### config.mk
export PLATFORM = sky130hd
export DESIGN_NAME = gyro_rate_deriv
export DESIGN_NICKNAME = d
export VERILOG_FILES = /design/src/rtl/gyro_rate_deriv.sv
export SDC_FILE = /design/constraint.sdc
export NUM_CORES = 1
export LEC_CHECK = 0
export ABC_AREA = 1
export BUFFER_PORTS_ARGS = -buffer_cell sky130_fd_sc_hd__buf_4
export CAP_MARGIN = 20
export CORE_UTILIZATION = 45
export DETAILED_ROUTE_END_ITERATION = 10
export GPL_TIMING_DRIVEN = 1
export SYNTH_ARGS = -nofsm -noshare
export SYNTH_HDL_FRONTEND = slang
export SYNTH_SLANG_ARGS = --single-unit
### constraint.sdc
create_clock -name CLK -period 6.5 [get_ports CLK]
set_clock_uncertainty 0.1 [all_clocks]
set_input_delay 1.95 -clock CLK [delete_from_list [all_inputs] [get_ports CLK]]
set_output_delay 1.95 -clock CLK [all_outputs]
set_load 0.01 [all_outputs]
### src/rtl/gyro_rate_deriv.sv
// Reconstructs per-sample angular rate from 3-axis tilt: (cur - prev) / RATE,
// using one shared restoring divider that walks the axes X, Y, Z in turn.
module gyro_rate_deriv #(
  parameter int RATE  = 10,
  parameter int WIDTH = 16
) (
  input  logic                    CLK,
  input  logic                    RST,
  input  logic signed [WIDTH-1:0] X,
  input  logic signed [WIDTH-1:0] Y,
  input  logic signed [WIDTH-1:0] Z,
  input  logic                    in_valid,
  output logic                    in_ready,
  output logic signed [WIDTH-1:0] dx,
  output logic signed [WIDTH-1:0] dy,
  output logic signed [WIDTH-1:0] dz,
  output logic                    out_valid,
  input  logic                    out_ready
);

  typedef enum logic [1:0] {IDLE, SUB, DIV, OUT} state_t;

  localparam logic [16:0] RATE_W = 17'(RATE);

  state_t             r_state;
  logic               r_primed;
  logic               r_in_ready;
  logic               r_out_valid;
  logic signed [15:0] r_cur_x, r_cur_y, r_cur_z;
  logic signed [15:0] r_prev_x, r_prev_y, r_prev_z;
  logic signed [15:0] r_delta_x, r_delta_y, r_delta_z;
  logic signed [15:0] r_pend_x, r_pend_y, r_pend_z;
  logic signed [15:0] r_dx, r_dy, r_dz;
  logic [15:0]        r_dvd, r_rem, r_quo;
  logic [3:0]         r_cnt;
  logic [1:0]         r_axis;

  logic signed [15:0] w_sat_x, w_sat_y, w_sat_z;
  logic signed [15:0] w_delta_sel;
  logic               w_neg;
  logic [15:0]        w_mag, w_dvd_src, w_quo_next, w_result;
  logic [16:0]        w_rem_shift, w_rem_next;
  logic               w_ge;

  // The 17-bit difference cannot overflow; clamp symmetric so -32768 never appears.
  function automatic logic signed [15:0] sat_delta(input logic signed [15:0] cur,
                                                    input logic signed [15:0] prev);
    logic signed [16:0] d;
    d = {cur[15], cur} - {prev[15], prev};
    if (d > 17'sd32767)       return 16'sd32767;
    else if (d < -17'sd32767) return -16'sd32767;
    else                      return d[15:0];
  endfunction

  assign w_sat_x = sat_delta(r_cur_x, r_prev_x);
  assign w_sat_y = sat_delta(r_cur_y, r_prev_y);
  assign w_sat_z = sat_delta(r_cur_z, r_prev_z);

  // NOTE: every always_comb output gets a default first so no latch is inferred.
  always_comb begin
    w_delta_sel = r_delta_x;
    case (r_axis)
      2'd1:    w_delta_sel = r_delta_y;
      2'd2:    w_delta_sel = r_delta_z;
      default: w_delta_sel = r_delta_x;
    endcase
  end

  // Divider operates on the magnitude; the sign is reapplied to the finished quotient.
  assign w_neg       = w_delta_sel[15];
  assign w_mag       = w_neg ? 16'(-w_delta_sel) : 16'(w_delta_sel);
  assign w_dvd_src   = (r_cnt == 4'd0) ? w_mag : r_dvd;
  assign w_rem_shift = {r_rem, w_dvd_src[15]};
  assign w_ge        = (w_rem_shift >= RATE_W);
  assign w_rem_next  = w_ge ? (w_rem_shift - RATE_W) : w_rem_shift;
  assign w_quo_next  = {r_quo[14:0], w_ge};
  assign w_result    = w_neg ? (16'd0 - w_quo_next) : w_quo_next;

  // NOTE: sequential state uses non-blocking assignments only, so every register
  // sees the pre-edge values of its peers.
  always_ff @(posedge CLK) begin
    if (RST) begin
      r_state     <= IDLE;
      r_primed    <= 1'b0;
      r_in_ready  <= 1'b1;
      r_out_valid <= 1'b0;
      r_cur_x     <= '0;
      r_cur_y     <= '0;
      r_cur_z     <= '0;
      r_prev_x    <= '0;
      r_prev_y    <= '0;
      r_prev_z    <= '0;
      r_delta_x   <= '0;
      r_delta_y   <= '0;
      r_delta_z   <= '0;
      r_pend_x    <= '0;
      r_pend_y    <= '0;
      r_pend_z    <= '0;
      r_dx        <= '0;
      r_dy        <= '0;
      r_dz        <= '0;
      r_dvd       <= '0;
      r_rem       <= '0;
      r_quo       <= '0;
      r_cnt       <= '0;
      r_axis      <= '0;
    end else begin
      case (r_state)
        IDLE: begin
          if (in_valid) begin
            r_cur_x    <= X;
            r_cur_y    <= Y;
            r_cur_z    <= Z;
            r_in_ready <= 1'b0;
            r_state    <= SUB;
          end
        end

        SUB: begin
          r_delta_x <= r_primed ? w_sat_x : 16'sd0;
          r_delta_y <= r_primed ? w_sat_y : 16'sd0;
          r_delta_z <= r_primed ? w_sat_z : 16'sd0;
          r_prev_x  <= r_cur_x;
          r_prev_y  <= r_cur_y;
          r_prev_z  <= r_cur_z;
          r_primed  <= 1'b1;
          r_axis    <= 2'd0;
          r_cnt     <= 4'd0;
          r_rem     <= '0;
          r_quo     <= '0;
          r_state   <= DIV;
        end

        DIV: begin
          r_dvd <= {w_dvd_src[14:0], 1'b0};
          r_rem <= w_rem_next[15:0];
          r_quo <= w_quo_next;
          r_cnt <= r_cnt + 4'd1;
          if (r_cnt == 4'd15) begin
            r_rem <= '0;
            r_quo <= '0;
            case (r_axis)
              2'd0:    r_pend_x <= w_result;
              2'd1:    r_pend_y <= w_result;
              default: r_pend_z <= w_result;
            endcase
            if (r_axis == 2'd2) r_state <= OUT;
            else                r_axis  <= r_axis + 2'd1;
          end
        end

        OUT: begin
          // First OUT cycle publishes the results; later cycles wait for the handshake.
          if (!r_out_valid) begin
            r_dx        <= r_pend_x;
            r_dy        <= r_pend_y;
            r_dz        <= r_pend_z;
            r_out_valid <= 1'b1;
          end else if (out_ready) begin
            r_out_valid <= 1'b0;
            r_in_ready  <= 1'b1;
            r_state     <= IDLE;
          end
        end

        default: r_state <= IDLE;
      endcase
    end
  end

  assign in_ready  = r_in_ready;
  assign out_valid = r_out_valid;
  assign dx        = r_dx;
  assign dy        = r_dy;
  assign dz        = r_dz;

endmodule

==> results.yml, run 1 <==
global_routing:
  grt_max_degree: 107
  grt_first_pass_wirelength_um: 66610
  grt_overflow: 0
  grt_pass1_vias: 13540
  grt.total_usage_pct: 22.46
  antenna_found_initial: 0
clock_network:
  clk_latency_ps: 530
  root_buffer: "clkbuf_16"
  cts_setup_buffers: 0
  ctsResizeCount: 0
  clock-sinks: 297
  cts_made_buffers: 36
  clk_pin_slew_ps: 60
  clockBufferDepth: 3
  cts_tree: "built"
  cts_hold_buf: 0
  htree_levels: 2
sta:
  setup_tns_ps: 0
  max_freq_mhz: 213.3
  finalHoldViolCount: 0
  slew_headroom_pct: 32.55
  setup_viol: 0
  post-route-period-util_pct: 72.12
  rsz0062_at_grt: "false"
  period_needed_ps: 4688
  fin_worst_hold_slack_ps: 359.1
  maxSlewViolCount: 0
  fin_ws_ps: 1813
  tightest_slew_ps: 1012
die:
  die_h_um: 189.3
  initial_core_util_pct: 45.68
  core_area_um2: 34540
  num_rows: 68
  die_w_um: 189.3
  dieArea_um2: 35820
  io_pins: 102
cells_and_area:
  antennaDiodeCount: 0
  post-route-util_pct: 52.04
  multi_input_area_um2: 8283
  syn_to_final_growth_pct: 13.91
  seqCellArea_um2: 5946
  nets: 2495
  drive_above_1_share_pct: 10.97
  final_common_cell: "nand2_1"
  fillers: 3600
  fin_area_um2: 17970
  stdcell_count: 2861
  final_cell_mix: "496 x nand2_1, 355 x nor2_1, 297 x dfxtp_1"
detailed_routing:
  dr_wl_met3_um: 1455
  remaining_drc_errors: 0
  routed.top_layer: "met4"
  wl_um: 39610
  wl_met2_um: 17900
  avgRoutedWirePerCell_um: 13.84
  dr.pass1.iters: 5
  routed-via-count: 14490
  drtIter0Drc: 781
  viasPerCell: 5.063
  wl_met1_um: 19530
  ant_nets: 0
critical_path:
  cp-endpoint: "r_pend_x[14]"
  required_ps: 6820
  path_max_fanout: 29
  arrival_ps: 5010
  start_kind: "flop"
  rr_worst_depth: 21
  r2r_setup_slack_ps: 1810
  end_kind: "flop"
  cp-startpoint: "r_axis[0]"
  path_class: "flop to flop"
  reg2reg_to: "r_pend_x[14]"
  timing.rr.start: "r_axis[0]"
synth:
  ys_types: 52
  async_flop_share_pct: 0
  ys_warn_count: 0
  synth.avg_cell_area_um2: 6.767
  ys.flop_type: "dfxtp_1"
  synth_enable_flop_cells: 0
  ys_ff_latch: 297
  ys_seq_area_share_pct: 37.68
  synthCells: 2332
  syn_nets: 2447
  synth.cell_area_um2: 15780
power:
  power.density_nw_per_um2: 461.0
  p_leak_nw: 8.435
  totalPowerFinal_mw: 8.286
  vdd_ir_drop_max_uv: 300.6
place:
  placed_area_um2: 16740
  preCtsSetupSlack_ps: 1895
  port_buffers: 101
  dpl.cell_count: 2795
  gp_congestion: 0.8550
  dp_hpwl_um: 27990
run:
  maxCapViolations: 0
min_path:
  hold_class: "flop to flop"
  min-delay-start: "r_prev_z[2]"
status:
  status: "finished clean"
==> cell usage after synthesis, drive strengths merged (2+ instances only) <==
master / n / area [um2]
nand2: 514 / 1982
nor2: 364 / 1391
dfxtp: 297 / 5946
inv: 274 / 1036
o21ai: 231 / 1197
a21oi: 207 / 1085
nand3: 121 / 680.7
clkbuf: 80 / 300.3
ha: 60 / 750.7
buf: 28 / 205.2
nand4: 25 / 162.6
xor2: 22 / 200.2
nor3: 21 / 125.1
nand3b: 18 / 138.9
xnor2: 16 / 140.1
o211ai: 15 / 112.6
a31oi: 6 / 37.54
a21o: 4 / 30.03
clkinv: 4 / 15.01
o21a: 4 / 32.53
o21bai: 4 / 30.03
fa: 3 / 60.06
a211oi: 2 / 15.01
o2111ai: 2 / 17.52
o31ai: 2 / 15.01
==> cell families after synthesis <==
group,after synthesis,share of synthesized area (%)
XOR/XNOR,38,2.157
flip-flops,297,37.68
buffers and inverters,386,9.864
AND/OR/NAND/NOR,1068,28.69
adder cells (fa/ha/maj),63,5.138
AO/OA/AOI/OAI,480,16.48
==> report_power, final <==
group,switching [mW],internal (mW)
logic,2.67,1.37
clock network,0.794,1.19
registers,0.155,2.11
total,3.62,4.67
==> worst max-delay path, stage by stage (launching register included) <==
cell and delay, ps:
dfxtp_1 330, inv_1 80, ha_1 960, nand2_1 170, nand2_2 430, nand3_1 160
nor2_2 150, nand3_2 100, nand3_2 120, nand2_4 170, inv_8 140, ha_1 170
nand2_1 70, nor3_1 230, nand2_1 80, nor2_1 130, nand2_1 60, o21ai_0 300
o21ai_0 180, xor2_1 200, o21ai_0 180, inv_1 50
==> how the worst min path moves through the flow <==
stage                              end  slack, ps  cells after the start
after floorplan               r_primed        330                      2
after global placement    r_prev_x[14]        350                      2
after detailed placement  r_prev_x[11]        350                      2
after CTS                  r_prev_z[2]        360                      2
after global routing      r_prev_y[13]        380                      2
final                      r_prev_z[2]        360                      2
==> layout make-up <==
type	count	share of cell area (%)
Clock buffer	52	5.736
Sequential cell	297	33.08
Multi-Input combinational cell	1649	46.08
Clock inverter	12	0.8075
Timing Repair Buffer	118	5.262
Inverter	278	5.868
Tap cell	455	3.167
==> routing by layer <==
| layer | vias to the layer above | GRT usage, % |
|---|---|---|
| met2 | 212 | 36.99 |
| met5 | - | 0 |
| li1 | 7582 | - |
| met4 | 0 | 5.490 |
| met1 | 6640 | 30.91 |
| met3 | 51 | 3.077 |
No activity file was read; power rests on OpenSTA's default activity.
==> run 2: changes to the inputs <==
==> constraint.sdc (replaced) <==
create_clock -name CLK -period 4 [get_ports CLK]
set_clock_uncertainty 0.1 [all_clocks]
set_input_delay 1.2 -clock CLK [delete_from_list [all_inputs] [get_ports CLK]]
set_output_delay 1.2 -clock CLK [all_outputs]
set_load 0.01 [all_outputs]
==> results.yml, run 2 (synthesis results as in run 1) <==
cells_and_area:
  drive_above_1_share_pct: 11.51
  nets: 2507
  stdcell_count: 2871
  fin_area_um2: 18050
  antennaDiodeCount: 0
  syn_to_final_growth_pct: 14.38
  final_cell_mix: "496 x nand2_1, 355 x nor2_1, 297 x dfxtp_1"
  final_common_cell: "nand2_1"
status:
  status: "finished clean"
critical_path:
  critical-path-top-delay-family: "simple AND/OR/NAND/NOR gates"
  start_kind: "flop"
  critPathMaxStageDelay_ps: 390
  path_class: "flop to flop"
  rr_worst_depth: 22
  critPathSlowestCell: "dfxtp_1"
  path_max_fanout: 14
  end_kind: "flop"
  crit_buf_inv: 5
  cp_cell_sequence: "inv_1, ha_4, buf_4, o21ai_2, nand3_1, nor2_4, nand3_2, nand3_2, nand2_4, inv_8, ha_1, nand2_1, nor3_1, nand2_1, nor2_1, nand2_1, o21ai_1, buf_4, nand2_1, xor2_1, o21ai_0, inv_1"
  arrival_ps: 3980
  cpMostUsedCell: "nand2_1"
  path_depth: 22
  required_ps: 4340
power:
  power.density_nw_per_um2: 736.0
  power.switching_mw: 5.810
  vdd_ir_drop_max_uv: 501.2
  clock_power_share_pct: 23.4
  swShare_pct: 43.74
  seqPwrFrac_pct: 27.7
  p_leak_nw: 8.477
  totalPowerFinal_mw: 13.28
  power_frac_comb_pct: 48.9
  intPower_mw: 7.474
detailed_routing:
  wl_um: 39860
  avgRoutedWirePerCell_um: 13.88
  routed-via-count: 14520
  dr.pass1.iters: 5
  drtIter0Drc: 903
  viasPerCell: 5.057
  remaining_drc_errors: 0
  ant_nets: 0
global_routing:
  grt_max_degree: 137
  antenna_found_initial: 0
  grt.total_usage_pct: 22.85
  grt_overflow: 0
  grt_pass1_vias: 13830
  grt_first_pass_wirelength_um: 67250
min_path:
  hold_class: "flop to flop"
  hold_path_depth: 2
clock_network:
  root_buffer: "clkbuf_16"
  clockBufferDepth: 3
  clock-sinks: 297
  cts_tree: "built"
  htree_levels: 2
  cts_hold_buf: 0
  clk_latency_ps: 540
  clk_pin_slew_ps: 60
  cts_made_buffers: 35
die:
  num_rows: 68
  dieArea_um2: 35820
  die_w_um: 189.3
  die_h_um: 189.3
  core_area_um2: 34540
  io_pins: 102
  initial_core_util_pct: 45.68
sta:
  max_freq_mhz: 274.4
  finalHoldViolCount: 0
  post-route-period-util_pct: 91.11
  fin_worst_hold_slack_ps: 354.8
  maxSlewViolCount: 0
  period_needed_ps: 3645
  slew_headroom_pct: 46.83
  setup_tns_ps: 0
  setup_viol: 0
  tightest_slew_ps: 796.7
place:
  port_buffers: 101
  gp_congestion: 0.8753
  dp_hpwl_um: 28540
  placed_area_um2: 16860
  dpl.cell_count: 2806
run:
  maxCapViolations: 0
run 2: cell count changes in the layout (fill, tap and decap cells not counted), moves of 2 or more:
cell and delta:
ha_1 -3, buf_4 +12, ha_4 +3, clkinv_2 -2
clkbuf_8 +3, bufinv_16 -2, buf_16 -3, buf_12 +4
run 2: per-layer routing:
metal,track usage [%],wire length [um],vias to the layer above
li1,-,-,7598
met1,30.42,19140,6639
met2,38.39,18320,232
met3,3.670,1674,51
met4,5.769,731,0
met5,0,0,-
run 2: power groups by stage:
stage	Combinational [mW]	Sequential, mW	Clock (mW)
floorplan	5.10	3.71	0
global placement	6.45	3.74	0
detailed placement	6.51	3.75	0
CTS	6.55	3.69	3.20
global route	7.51	3.74	3.33
finish	6.49	3.69	3.11
run 2: worst paths after layout:
check              start           end  slack (ps)
min          r_prev_x[7]   r_prev_x[7]         350
max            r_axis[1]  r_pend_x[12]         360
min reg2reg  r_prev_x[7]   r_prev_x[7]         350
max reg2reg    r_axis[1]  r_pend_x[12]         360
run 2: timing repair:
item,4_1_cts,5_1_grt
gates resized for setup,0,7
endpoints found under the setup margin,0,9
buffers inserted,0,4
run 2: layout make-up:
class	instances	area, um2
Fill cell	3519	16490
Multi-Input combinational cell	1649	8320
Sequential cell	297	5946
Clock buffer	54	1069
Inverter	278	1055
Timing Repair Buffer	131	1033
Tap cell	455	569.3
Clock inverter	7	56.30
run 2: worst register-to-register path, delay by kind of cell (launching register included):
kind	cells	cell delay (ps)
fa+ha+maj	2	490
simple gates	11	1320
flops	1	390
xor+xnor	1	160
compound gates	3	460
buf+inv	5	600
run 2: metrics by stage:
stage / setup slack [ps] / util (%)
after CTS: 77.15 / 52.05
final: 355.4 / 52.25
after global placement: 189.4 / 48.80
after detailed placement: 113.6 / 48.80
after floorplan: 677.0 / -
after global routing: -8.846 / 52.25
==> run 3: changes to the inputs <==
--- a/config.mk
+++ b/config.mk
@@ -8,9 +8,10 @@
 export ABC_AREA = 1
 export BUFFER_PORTS_ARGS = -buffer_cell sky130_fd_sc_hd__buf_4
 export CAP_MARGIN = 20
-export CORE_UTILIZATION = 45
+export CORE_UTILIZATION = 50
 export DETAILED_ROUTE_END_ITERATION = 10
 export GPL_TIMING_DRIVEN = 1
+export PLACE_DENSITY = 0.7
 export SYNTH_ARGS = -nofsm -noshare
 export SYNTH_HDL_FRONTEND = slang
 export SYNTH_SLANG_ARGS = --single-unit
==> results.yml, run 3 (synthesis results as in run 1) <==
critical_path:
  start_kind: "flop"
  critPathSlowestCell: "ha_2"
  path_class: "flop to flop"
  rr_worst_depth: 23
  reg2reg_to: "r_pend_x[12]"
  r2r_setup_slack_ps: 420
  required_ps: 4310
  cp_cell_sequence: "inv_1, ha_2, buf_6, nand3_1, o21ai_2, nand2_2, nor2_2, nand3_2, nand3_2, nand2_4, inv_8, ha_1, nand2_1, nor3_2, nand2_1, nor2_1, nand2_1, o21ai_0, buf_4, nand2_1, xor2_1, o21ai_0, inv_1"
  end_kind: "flop"
  critPathMaxStageDelay_ps: 420
  timing.rr.start: "r_axis[1]"
  arrival_ps: 3890
  crit_buf_inv: 5
  critical-path-top-delay-family: "simple AND/OR/NAND/NOR gates"
  cpMostUsedCell: "nand2_1"
  path_max_fanout: 18
cells_and_area:
  drive_above_1_share_pct: 11.41
  syn_to_final_growth_pct: 13.44
  antennaDiodeCount: 0
  nets: 2502
  final_common_cell: "nand2_1"
  fillers: 2981
  final_cell_mix: "496 x nand2_1, 355 x nor2_1, 297 x dfxtp_1"
min_path:
  min_to: "r_prev_y[14]"
  min-delay-start: "r_prev_y[14]"
  hold_path_depth: 2
  hold_class: "flop to flop"
clock_network:
  cts_made_buffers: 34
  ctsResizeCount: 0
  clk_pin_slew_ps: 60
  clockBufferDepth: 3
  root_buffer: "clkbuf_16"
  clk_latency_ps: 520
  cts_hold_buf: 0
  cts_setup_buffers: 0
  htree_levels: 2
  clock-sinks: 297
  cts_tree: "built"
sta:
  tightest_slew_ps: 946.0
  setup_tns_ps: 0
  fin_ws_ps: 418.0
  rsz0062_at_grt: "false"
  maxSlewViolCount: 0
  finalHoldViolCount: 0
  post-route-period-util_pct: 89.55
  setup_viol: 0
  period_needed_ps: 3582
  max_freq_mhz: 279.2
  slew_headroom_pct: 36.94
die:
  initial_core_util_pct: 51.19
  core_area_um2: 30830
  die_h_um: 179.7
  dieArea_um2: 32270
  io_pins: 102
  die_w_um: 179.7
  num_rows: 64
detailed_routing:
  dr_wl_met3_um: 1656
  drtIter0Drc: 909
  wl_met2_um: 18090
  wl_met1_um: 18660
  avgRoutedWirePerCell_um: 13.87
  dr.pass1.iters: 10
  ant_nets: 0
  viasPerCell: 5.212
  routed.top_layer: "met4"
  remaining_drc_errors: 7
  wl_um: 38920
  routed-via-count: 14630
global_routing:
  grt_overflow: 0
  antenna_found_initial: 0
  grt.total_usage_pct: 24.18
  grt_first_pass_wirelength_um: 65790
  grt_max_degree: 86
  grt_pass1_vias: 13670
power:
  vdd_ir_drop_max_uv: 575.7
  power.density_nw_per_um2: 744.2
  p_leak_nw: 8.440
place:
  gp_congestion: 0.8735
  dp_hpwl_um: 28200
  port_buffers: 101
  preCtsSetupSlack_ps: 300.6
status:
  violations: "design-rule violations"
  status: "complete, but fails checks"
run:
  maxCapViolations: 0
## run 3: cell types whose count changed in the layout (fill, tap and decap cells not counted), moves of 2 or more
cell / delta
clkbuf_16: -2
buf_12: -3
ha_4: -3
ha_2: +3
clkbuf_8: -5
buf_4: -2
bufinv_16: +4
clkinv_2: +2
## run 3: metrics by stage
stage	cell area (um2)	hold slack, ps	util [%]	power [mW]	std cells
finish	17900	357.9	58.06	13.32	2807
global route	17900	378.1	58.06	14.54	2807
detailed placement	16740	350.7	54.31	10.18	2747
global placement	16740	344.3	54.31	10.10	2747
floorplan	15780	334.7	-	8.808	2332
CTS	17880	359.5	58.01	13.40	2807
## run 3: area by class of cell
cell class	instances	area (um2)	share of cell area, %
tap	396	495.5	2.768
sequential	297	5946	33.21
clock inverter	14	193.9	1.083
timing repair buffer	127	969.7	5.417
multi-input combinational	1649	8295	46.34
clock buffer	46	945.9	5.284
inverter	278	1055	5.892
## run 3: worst max path at each step
stage                    from           end  slack, ps  depth (start not counted)
finish              r_axis[1]  r_pend_x[12]        420                         23
global route        r_axis[1]  r_pend_z[14]         20                         22
CTS                 r_axis[1]  r_pend_x[12]        290                         23
detailed placement  r_axis[0]  r_pend_x[12]        300                         23
global placement    r_axis[0]  r_pend_y[12]        380                         23
floorplan           r_axis[0]  r_pend_x[14]        680                         22
## run 3: power breakdown
part	switching [mW]	internal, mW
clock network	1.24	1.93
logic	4.28	2.18
registers	0.258	3.43
## run 3: worst reg2reg max path, cell delays in order, from the launching register on
cell	delay, ps
dfxtp_1	370
inv_1	80
ha_2	420
buf_6	210
nand3_1	120
o21ai_2	130
nand2_2	100
nor2_2	150
nand3_2	110
nand3_2	120
nand2_4	80
inv_8	100
ha_1	170
nand2_1	80
nor3_2	140
nand2_1	70
nor2_1	130
nand2_1	60
o21ai_0	200
buf_4	160
nand2_1	50
xor2_1	160
o21ai_0	150
inv_1	50
## run 3: routing by layer
metal,vias up,GRT usage [%]
met1,6747,33.08
met4,0,5.345
met2,266,40.88
met5,-,0
met3,35,2.796
li1,7581,-
